[src/rtl/booth_datapath.sv]
// Radix-2 Booth multiplier datapath: A/Q/Qm1/M registers, ALU and
// iteration counter, steered by the 6-bit control vector CV.
module booth_datapath #(
   parameter int N = 4
) (
   input  logic           clk,
   input  logic           rst,
   input  logic [5:0]     CV,
   input  logic [N-1:0]   multiplicand,
   input  logic [N-1:0]   multiplier,
   output logic           Q1,
   output logic           Q0,
   output logic           count,
   output logic [2*N-1:0] product
);

   localparam int CW = $clog2(N + 1);

   // A and M carry a guard bit so subtracting M = -2^(N-1) cannot overflow
   logic [N:0]    a;
   logic [N-1:0]  q;
   logic          qm1;
   logic [N:0]    m;
   logic [CW-1:0] cnt;
   logic [N:0]    alu;
   logic [N:0]    a_src;

   // ALU: subtract has priority over add, otherwise pass A through
   always_comb begin
      alu = a;
      if (CV[3]) begin
         alu = a - m;
      end else if (CV[4]) begin
         alu = a + m;
      end
   end

   // value fed to A or to the shifter: ALU result when loading, else A
   always_comb begin
      a_src = CV[2] ? alu : a;
   end

   // register update: reset, then init, then load/shift/decrement
   always_ff @(posedge clk) begin
      if (rst) begin
         a   <= '0;
         q   <= '0;
         qm1 <= 1'b0;
         m   <= '0;
         cnt <= '0;
      end else if (CV[5]) begin
         a   <= '0;
         q   <= multiplier;
         qm1 <= 1'b0;
         m   <= {multiplicand[N-1], multiplicand};
         cnt <= CW'(N);
      end else begin
         if (CV[1]) begin
            {a, q, qm1} <= {a_src[N], a_src, q};
         end else begin
            a <= a_src;
         end
         if (CV[0] && cnt != '0) begin
            cnt <= cnt - CW'(1);
         end
      end
   end

   assign Q1      = q[0];
   assign Q0      = qm1;
   assign count   = (cnt == '0);
   assign product = {a[N-1:0], q};

endmodule

[config.mk]
export PLATFORM = sky130hd
export DESIGN_NAME = booth_datapath
export DESIGN_NICKNAME = d
export VERILOG_FILES = /design/src/rtl/booth_datapath.sv
export SDC_FILE = /design/constraint.sdc
export NUM_CORES = 1
export LEC_CHECK = 0
export CORE_UTILIZATION = 49
export CTS_CLUSTER_SIZE = 24
export DETAILED_ROUTE_END_ITERATION = 10
export PLACE_DENSITY = 0.79
export SLEW_MARGIN = 20
export SYNTH_ARGS = -nofsm -noshare
export SYNTH_HDL_FRONTEND = slang
export SYNTH_SLANG_ARGS = --single-unit
[constraint.sdc]
create_clock -name clk -period 3.3 [get_ports clk]
set_clock_uncertainty 0.2 [all_clocks]
set_input_delay 0.495 -clock clk [delete_from_list [all_inputs] [get_ports clk]]
set_output_delay 0.495 -clock clk [all_outputs]
set_load 0.02 [all_outputs]
==> run_results.csv, run 1 <==
group,metric,value,unit
die,io_pins,27,
yosys,mappedNetlistNets,165,
yosys,synthesis.area,1150,um2
power_and_ir_drop,seqPwrFrac,48.4,%
final_layout,fillers,189,
yosys,seq_area_frac_synth,29.5,%
global_route,remaining_overflow_grt,0,
power_and_ir_drop,p_int,0.000328,W
route,dr.pass1.iters,4,
clocking,cts_tree,"built",
critical_path,cp.required,3250,ps
outcome,outcome,"finished, final reports clean",
power_and_ir_drop,maximum_resistive_drop_on_vdd,229,uV
final_layout,combined_flip_flop_and_latch_cell_area,340,um2
yosys,synth_enable_flop_cells,0,
timing,finalCritPeriodShare,73.6,%
die,core-area,2210,um2
yosys,synth.top_cells.by_area,"dfxtp_1 29%, ha_1 11%, mux2i_1 7.8%",
critical_path,path_cells,"ha_1 > fa_1 > nor3b_1 > or4_4 > o2111ai_2 > xnor2_1 > a211oi_2",
die,floorplan.initialDensity,52.2,%
clocking,clock_tree.root_cell,"clkbuf_4",
timing,final-setup-viol-count,0,
clocking,cts_hold_repair.buffers,0,
route,total_routed_wirelength,2380,um
route,antenna_violating_nets_post_route,0,
placed_design,finalWeightedCongestion,0.827,
timing,fin_crit,2430,ps
critical_path,end_kind,"flip-flop",
final_layout,multi_input_area,707,um2
yosys,yosys.area.top_type,"dfxtp_1",
final_layout,finish.net_count,185,
yosys,async_reset_ff_share,0,%
yosys,ys_seq_elements,17,
yosys,syn_avg_cell_area,8.43,um2
die,fp.dieW,50.5,um
global_route,grt_max_degree,15,
clocking,clk_latency,280,ps
route,drt_iter0_markers,13,
yosys,synthFlopType,"dfxtp_1",
final_layout,area_delta_synth_final,22.4,%
clocking,clock-sinks,17,
placed_design,hpwl,1800,um
hold_path,min-delay-path-class,"flip-flop to flip-flop",
flow_run,count_of_maximum_capacitance_violations,0,
timing,finalWorstSetupSlack,873,ps
die,die_area,2550,um2
power_and_ir_drop,share_clk_of_total_power,22.9,%
final_layout,diodes,0,
final_layout,layout.cell_area.non_filler,1410,um2
clocking,cts_inserted_buffers,3,
yosys,synth_top_area_share,29.5,%
clocking,post_cts_buffers,0,
power_and_ir_drop,sw_share,30.1,%
critical_path,startpoint_type,"flip-flop",
global_route,grt_pass1_wl,4100,um
critical_path,critical-path-top-delay-family,"simple AND/OR/NAND/NOR gates",
timing,tightest_slew,630,ps
placed_design,placement.io_buffers,26,
power_and_ir_drop,leakage,0.591,nW
route,via_per_inst,5.62,
timing,drv_slew,0,
final_layout,drive_above_1_share,4.49,%
die,core.rowCount,17,
placed_design,dp_slack,851,ps
global_route,via_count_of_the_first_global_routing_pass,949,
route,routedWlPerCell,13.0,um
critical_path,crit_fanout,5,
timing,max_freq,0.412,GHz
timing,finalHoldViolations,0,
timing,rsz0062_at_grt,"no",
global_route,grt_use_total,21.2,%
yosys,post_synth_inst_count,137,
timing,tightest_slew_margin_relative_to_the_limit,57.6,%
route,via_count,1034,
clocking,post_cts_resized,0,
critical_path,worst-endpoint-arrival,2380,ps
die,die_h,50.5,um
power_and_ir_drop,power_density,332,nW/um2
critical_path,cp_slowest_stage_delay,520,ps
global_route,antenna_found_initial,0,
power_and_ir_drop,share_comb_of_total_power,28.7,%
placed_design,place_area,1390,um2
clocking,buffers_from_clock_root_to_sink_at_most,2,
critical_path,worst_path_max_delay_cell,"or4_4",
yosys,synth.distinct_cells,35,
clocking,clkSlewWorstSetupHoldPaths,90,ps
power_and_ir_drop,p_sw,0.000141,W
power_and_ir_drop,total_power,0.000469,W
critical_path,critical_path_buf_inv_count,0,
critical_path,worst-setup-path-type,"flip-flop to flip-flop",
timing,fin_tns_setup,0,ps
route,drc,0,
yosys,synth.yosys.warnings,0,
clocking,clock_tree.htree_level_count,1,
[routing by layer]
metal,GRT usage (%),up-vias,share of wire [%]
met4,9.72,0,1.2
met5,0,-,0
li1,-,511,-
met2,34.7,32,47
met3,2.12,4,4.4
met1,27.9,487,47
[state kept, by name (all words and copies together), names as in the netlist]
| register | count |
|---|---|
| Q0 | 1 |
| a | 5 |
| q | 4 |
| cnt | 3 |
| m | 4 |
[power by group through the flow]
stage          clock (W)  combinational (W)  sequential [W]
6_report        0.000107           0.000135        0.000227
4_1_cts         0.000112           0.000134        0.000227
3_3_place_gp           0           0.000130        0.000231
5_1_grt         0.000118           0.000150        0.000229
2_1_floorplan          0          0.0000854        0.000233
3_5_place_dp           0           0.000133        0.000232
[worst register-to-register path, stage by stage, from the launching register on]
cell	delay, ps
dfxtp_1	360
ha_1	240
fa_1	420
nor3b_1	180
or4_4	520
o2111ai_2	110
xnor2_1	180
a211oi_2	100
[cell type report]
class	instances	share of cell area, %
Inverter	12	3.19
Sequential cell	17	24.1
Tap cell	28	2.48
Multi-Input combinational cell	97	50.0
Clock buffer	4	1.86
Timing Repair Buffer	26	18.4
[synth_stat cells, types with 2 or more instances]
cell,number
buf_1,2
nor2_1,23
nor3_1,2
a311oi_1,3
nand2_1,5
clkbuf_1,2
a211o_1,3
xnor2_1,2
mux2i_1,9
nand3b_1,3
inv_1,12
ha_1,10
buf_4,5
nand4b_1,2
nor2b_1,3
a21oi_1,9
a31oi_1,2
o21ai_0,3
a211oi_1,2
fa_1,2
nand2b_1,3
dfxtp_1,17
[final timing paths]
check        start  endpoint  slack, ps  cells past startpoint
max           a[0]      a[3]        870                      7
min             Q0        Q0        310                      2
max reg2reg   a[0]      a[3]        870                      7
min reg2reg     Q0        Q0        310                      2
[metrics by stage]
| stage | hold WS (ps) | std cells | utilization [%] |
|---|---|---|---|
| final | 310 | 184 | 63.9 |
| after global routing | 349 | 184 | 63.9 |
| after global placement | 284 | 180 | 62.7 |
| after CTS | 322 | 184 | 63.9 |
| after detailed placement | 295 | 180 | 62.7 |
| after floorplan | 280 | 137 | - |
[layout by cell type, fill, tap and decap left out, types with 3 or more instances in the layout]
| cell type | count |
|---|---|
| clkdlybuf4s50_1 | 26 |
| nor2_1 | 23 |
| dfxtp_1 | 17 |
| inv_1 | 12 |
| ha_1 | 10 |
| mux2i_1 | 9 |
| a21oi_1 | 9 |
| nand2_1 | 5 |
| nand2b_1 | 3 |
| nand3b_1 | 3 |
| o21ai_0 | 3 |
| nor2b_1 | 3 |
| a311oi_1 | 3 |
| a211o_1 | 3 |
| clkbuf_4 | 3 |
[cell families (layout without fill, tap and decap cells)]
kind of cell,count (synthesis),count (layout),share of synthesized area (%)
flops,17,17,29.5
xor+xnor,2,2,1.52
fa+ha+maj,12,12,14.3
compound gates,29,29,18.3
mux,9,9,7.80
buf+inv,23,42,9.32
simple gates,45,45,19.3
(Power assumes the default switching activity.)
==> run 2: changes to the inputs <==
--- a/config.mk
+++ b/config.mk
@@ -5,10 +5,10 @@
 export SDC_FILE = /design/constraint.sdc
 export NUM_CORES = 1
 export LEC_CHECK = 0
-export CORE_UTILIZATION = 49
+export CORE_UTILIZATION = 44
 export CTS_CLUSTER_SIZE = 24
 export DETAILED_ROUTE_END_ITERATION = 10
-export PLACE_DENSITY = 0.79
+export PLACE_DENSITY = 0.75
 export SLEW_MARGIN = 20
 export SYNTH_ARGS = -nofsm -noshare
 export SYNTH_HDL_FRONTEND = slang
==> constraint.sdc (replaced) <==
create_clock -name clk -period 2 [get_ports clk]
set_clock_uncertainty 0.2 [all_clocks]
set_input_delay 0.3 -clock clk [delete_from_list [all_inputs] [get_ports clk]]
set_output_delay 0.3 -clock clk [all_outputs]
set_load 0.02 [all_outputs]
==> run_results.csv, run 2 (same netlist as run 1, synthesis figures left out) <==
group,metric,value,unit
outcome,outcome,"complete, but fails checks",
outcome,failing_checks,"setup timing",
final_layout,reg.largest.list,"a (5), m (4), q (4)",
final_layout,layout_commonest_cell,"clkdlybuf4s50_1",
clocking,clkSlewWorstSetupHoldPaths,100,ps
route,drc,0,
global_route,via_count_of_the_first_global_routing_pass,1132,
timing,fin_crit,2160,ps
timing,finalHoldViolations,0,
die,fp.dieW,53.2,um
clocking,clk_latency,290,ps
power_and_ir_drop,leakage,0.704,nW
clocking,clock_tree.root_cell,"clkbuf_4",
timing,rsz0062_at_grt,"yes",
global_route,antenna_found_initial,0,
timing,fin_tns_setup,-452,ps
final_layout,diodes,0,
route,dr.pass1.iters,4,
final_layout,fillers,211,
critical_path,startpoint_type,"flip-flop",
route,via_per_inst,5.40,
die,core.rowCount,18,
critical_path,cp.required,2020,ps
timing,finalWorstSetupSlack,-164,ps
die,die_h,53.2,um
placed_design,place_area,1540,um2
placed_design,finalWeightedCongestion,0.847,
power_and_ir_drop,total_power,0.000831,W
die,die_area,2830,um2
final_layout,post-route-util,66.2,%
power_and_ir_drop,power_density,506,nW/um2
placed_design,hpwl,2140,um
route,total_routed_wirelength,2820,um
timing,max_freq,0.462,GHz
global_route,grt_max_degree,14,
die,io_pins,27,
critical_path,end_kind,"flip-flop",
final_layout,finish.net_count,205,
die,floorplan.initialDensity,46.6,%
clocking,buffers_from_clock_root_to_sink_at_most,2,
final_layout,largest_register,"a",
hold_path,min-delay-path-class,"flip-flop to flip-flop",
power_and_ir_drop,maximum_resistive_drop_on_vdd,461,uV
timing,tightest_slew_margin_relative_to_the_limit,79.4,%
final_layout,layout.cell_area.non_filler,1640,um2
route,routedWlPerCell,13.7,um
timing,final-setup-viol-count,4,
placed_design,placement.io_buffers,26,
clocking,cts_hold_repair.buffers,0,
timing,worst_hold_slack,315,ps
clocking,cts_tree,"built",
flow_run,count_of_maximum_capacitance_violations,0,
final_layout,area_delta_synth_final,42.0,%
timing,tightest_slew,310,ps
final_layout,layout_common_cells,"25 x clkdlybuf4s50_1, 23 x nor2_1, 20 x buf_4",
final_layout,drive_above_1_share,22.7,%
clocking,clock-sinks,17,
route,drt_iter0_markers,34,
die,core-area,2480,um2
critical_path,worst-setup-path-type,"flip-flop to flip-flop",
route,antenna_violating_nets_post_route,0,
global_route,grt_use_total,22.9,%
final_layout,largest_register_ffs,5,
critical_path,worst-endpoint-arrival,2180,ps
global_route,remaining_overflow_grt,0,
critical_path,crit_fanout,3,
timing,finalCritPeriodShare,108,%
clocking,clock_tree.htree_level_count,1,
route,via_count,1113,
clocking,cts_inserted_buffers,3,
global_route,grt_pass1_wl,4670,um
timing,drv_slew,0,
-- run 2: cell types whose count changed in the layout (fill, tap and decap cells not counted), sizes merged --
cell	change
clkdlybuf4s50	-1
clkbuf	-1
clkdlybuf4s15	+1
clkinv	+1
buf	+20
-- run 2: critical path, stage by stage, from the launching register on --
cell       delay [ps]
dfxtp_4           370
ha_4              160
fa_2              390
nor3b_4           160
or4_4             430
o2111ai_4          90
xnor2_2           100
a211oi_2          180
-- run 2: cell type report --
cell class              count  area [um2]  share of cell area, %
inverters                  12        45.0                   2.75
clock inverters             1        5.00                  0.305
clock buffers               3        22.5                   1.37
well taps                  30        37.5                   2.29
multi-input cells          97         771                   47.0
repair buffers             46         410                   25.0
flip-flops and latches     17         349                   21.3
-- run 2: repair_timing --
action,in CTS,in global routing
setup endpoints to repair,5,5
buffers inserted,2,1
resized for setup,8,4
pin swaps,7,0
gates cloned,0,0
-- run 2: per-stage QoR --
| step | instances | worst slack [ps] |
|---|---|---|
| finish | 206 | -164 |
| global route | 206 | -240 |
| CTS | 205 | -169 |
| detailed placement | 199 | -233 |
| global placement | 199 | -166 |
| floorplan | 137 | -99.9 |
-- run 2: per-layer routing --
metal | up-vias | GRT usage [%] | wire length (um)
met5 | - | 0 | 0
met4 | 0 | 9.65 | 31
met3 | 6 | 3.16 | 141
met2 | 36 | 41.7 | 1480
met1 | 521 | 26.0 | 1170
li1 | 550 | - | -
-- run 2: worst paths after layout --
| kind | from | end | slack, ps | cells after the start |
|---|---|---|---|---|
| min | cnt[1] | cnt[1] | 320 | 2 |
| max reg2reg | m[0] | a[3] | -160 | 7 |
| max | m[0] | a[3] | -160 | 7 |
| min reg2reg | cnt[1] | cnt[1] | 320 | 2 |
-- run 2: power breakdown --
group	internal, W	leakage, nW	switching, W
Sequential	0.000356	0.141	0.0000157
Clock	0.0000743	0.0177	0.000112
Combinational	0.000138	0.545	0.000135
==> run 3: changes to the inputs <==
--- a/config.mk
+++ b/config.mk
@@ -8,6 +8,8 @@
 export CORE_UTILIZATION = 44
 export CTS_CLUSTER_SIZE = 24
 export DETAILED_ROUTE_END_ITERATION = 10
+export GPL_ROUTABILITY_DRIVEN = 1
+export HOLD_SLACK_MARGIN = 0.1
 export PLACE_DENSITY = 0.75
 export SLEW_MARGIN = 20
 export SYNTH_ARGS = -nofsm -noshare
==> results of run 3 <==
No change in the layout: final DEF, timing and power equal those of run 2.
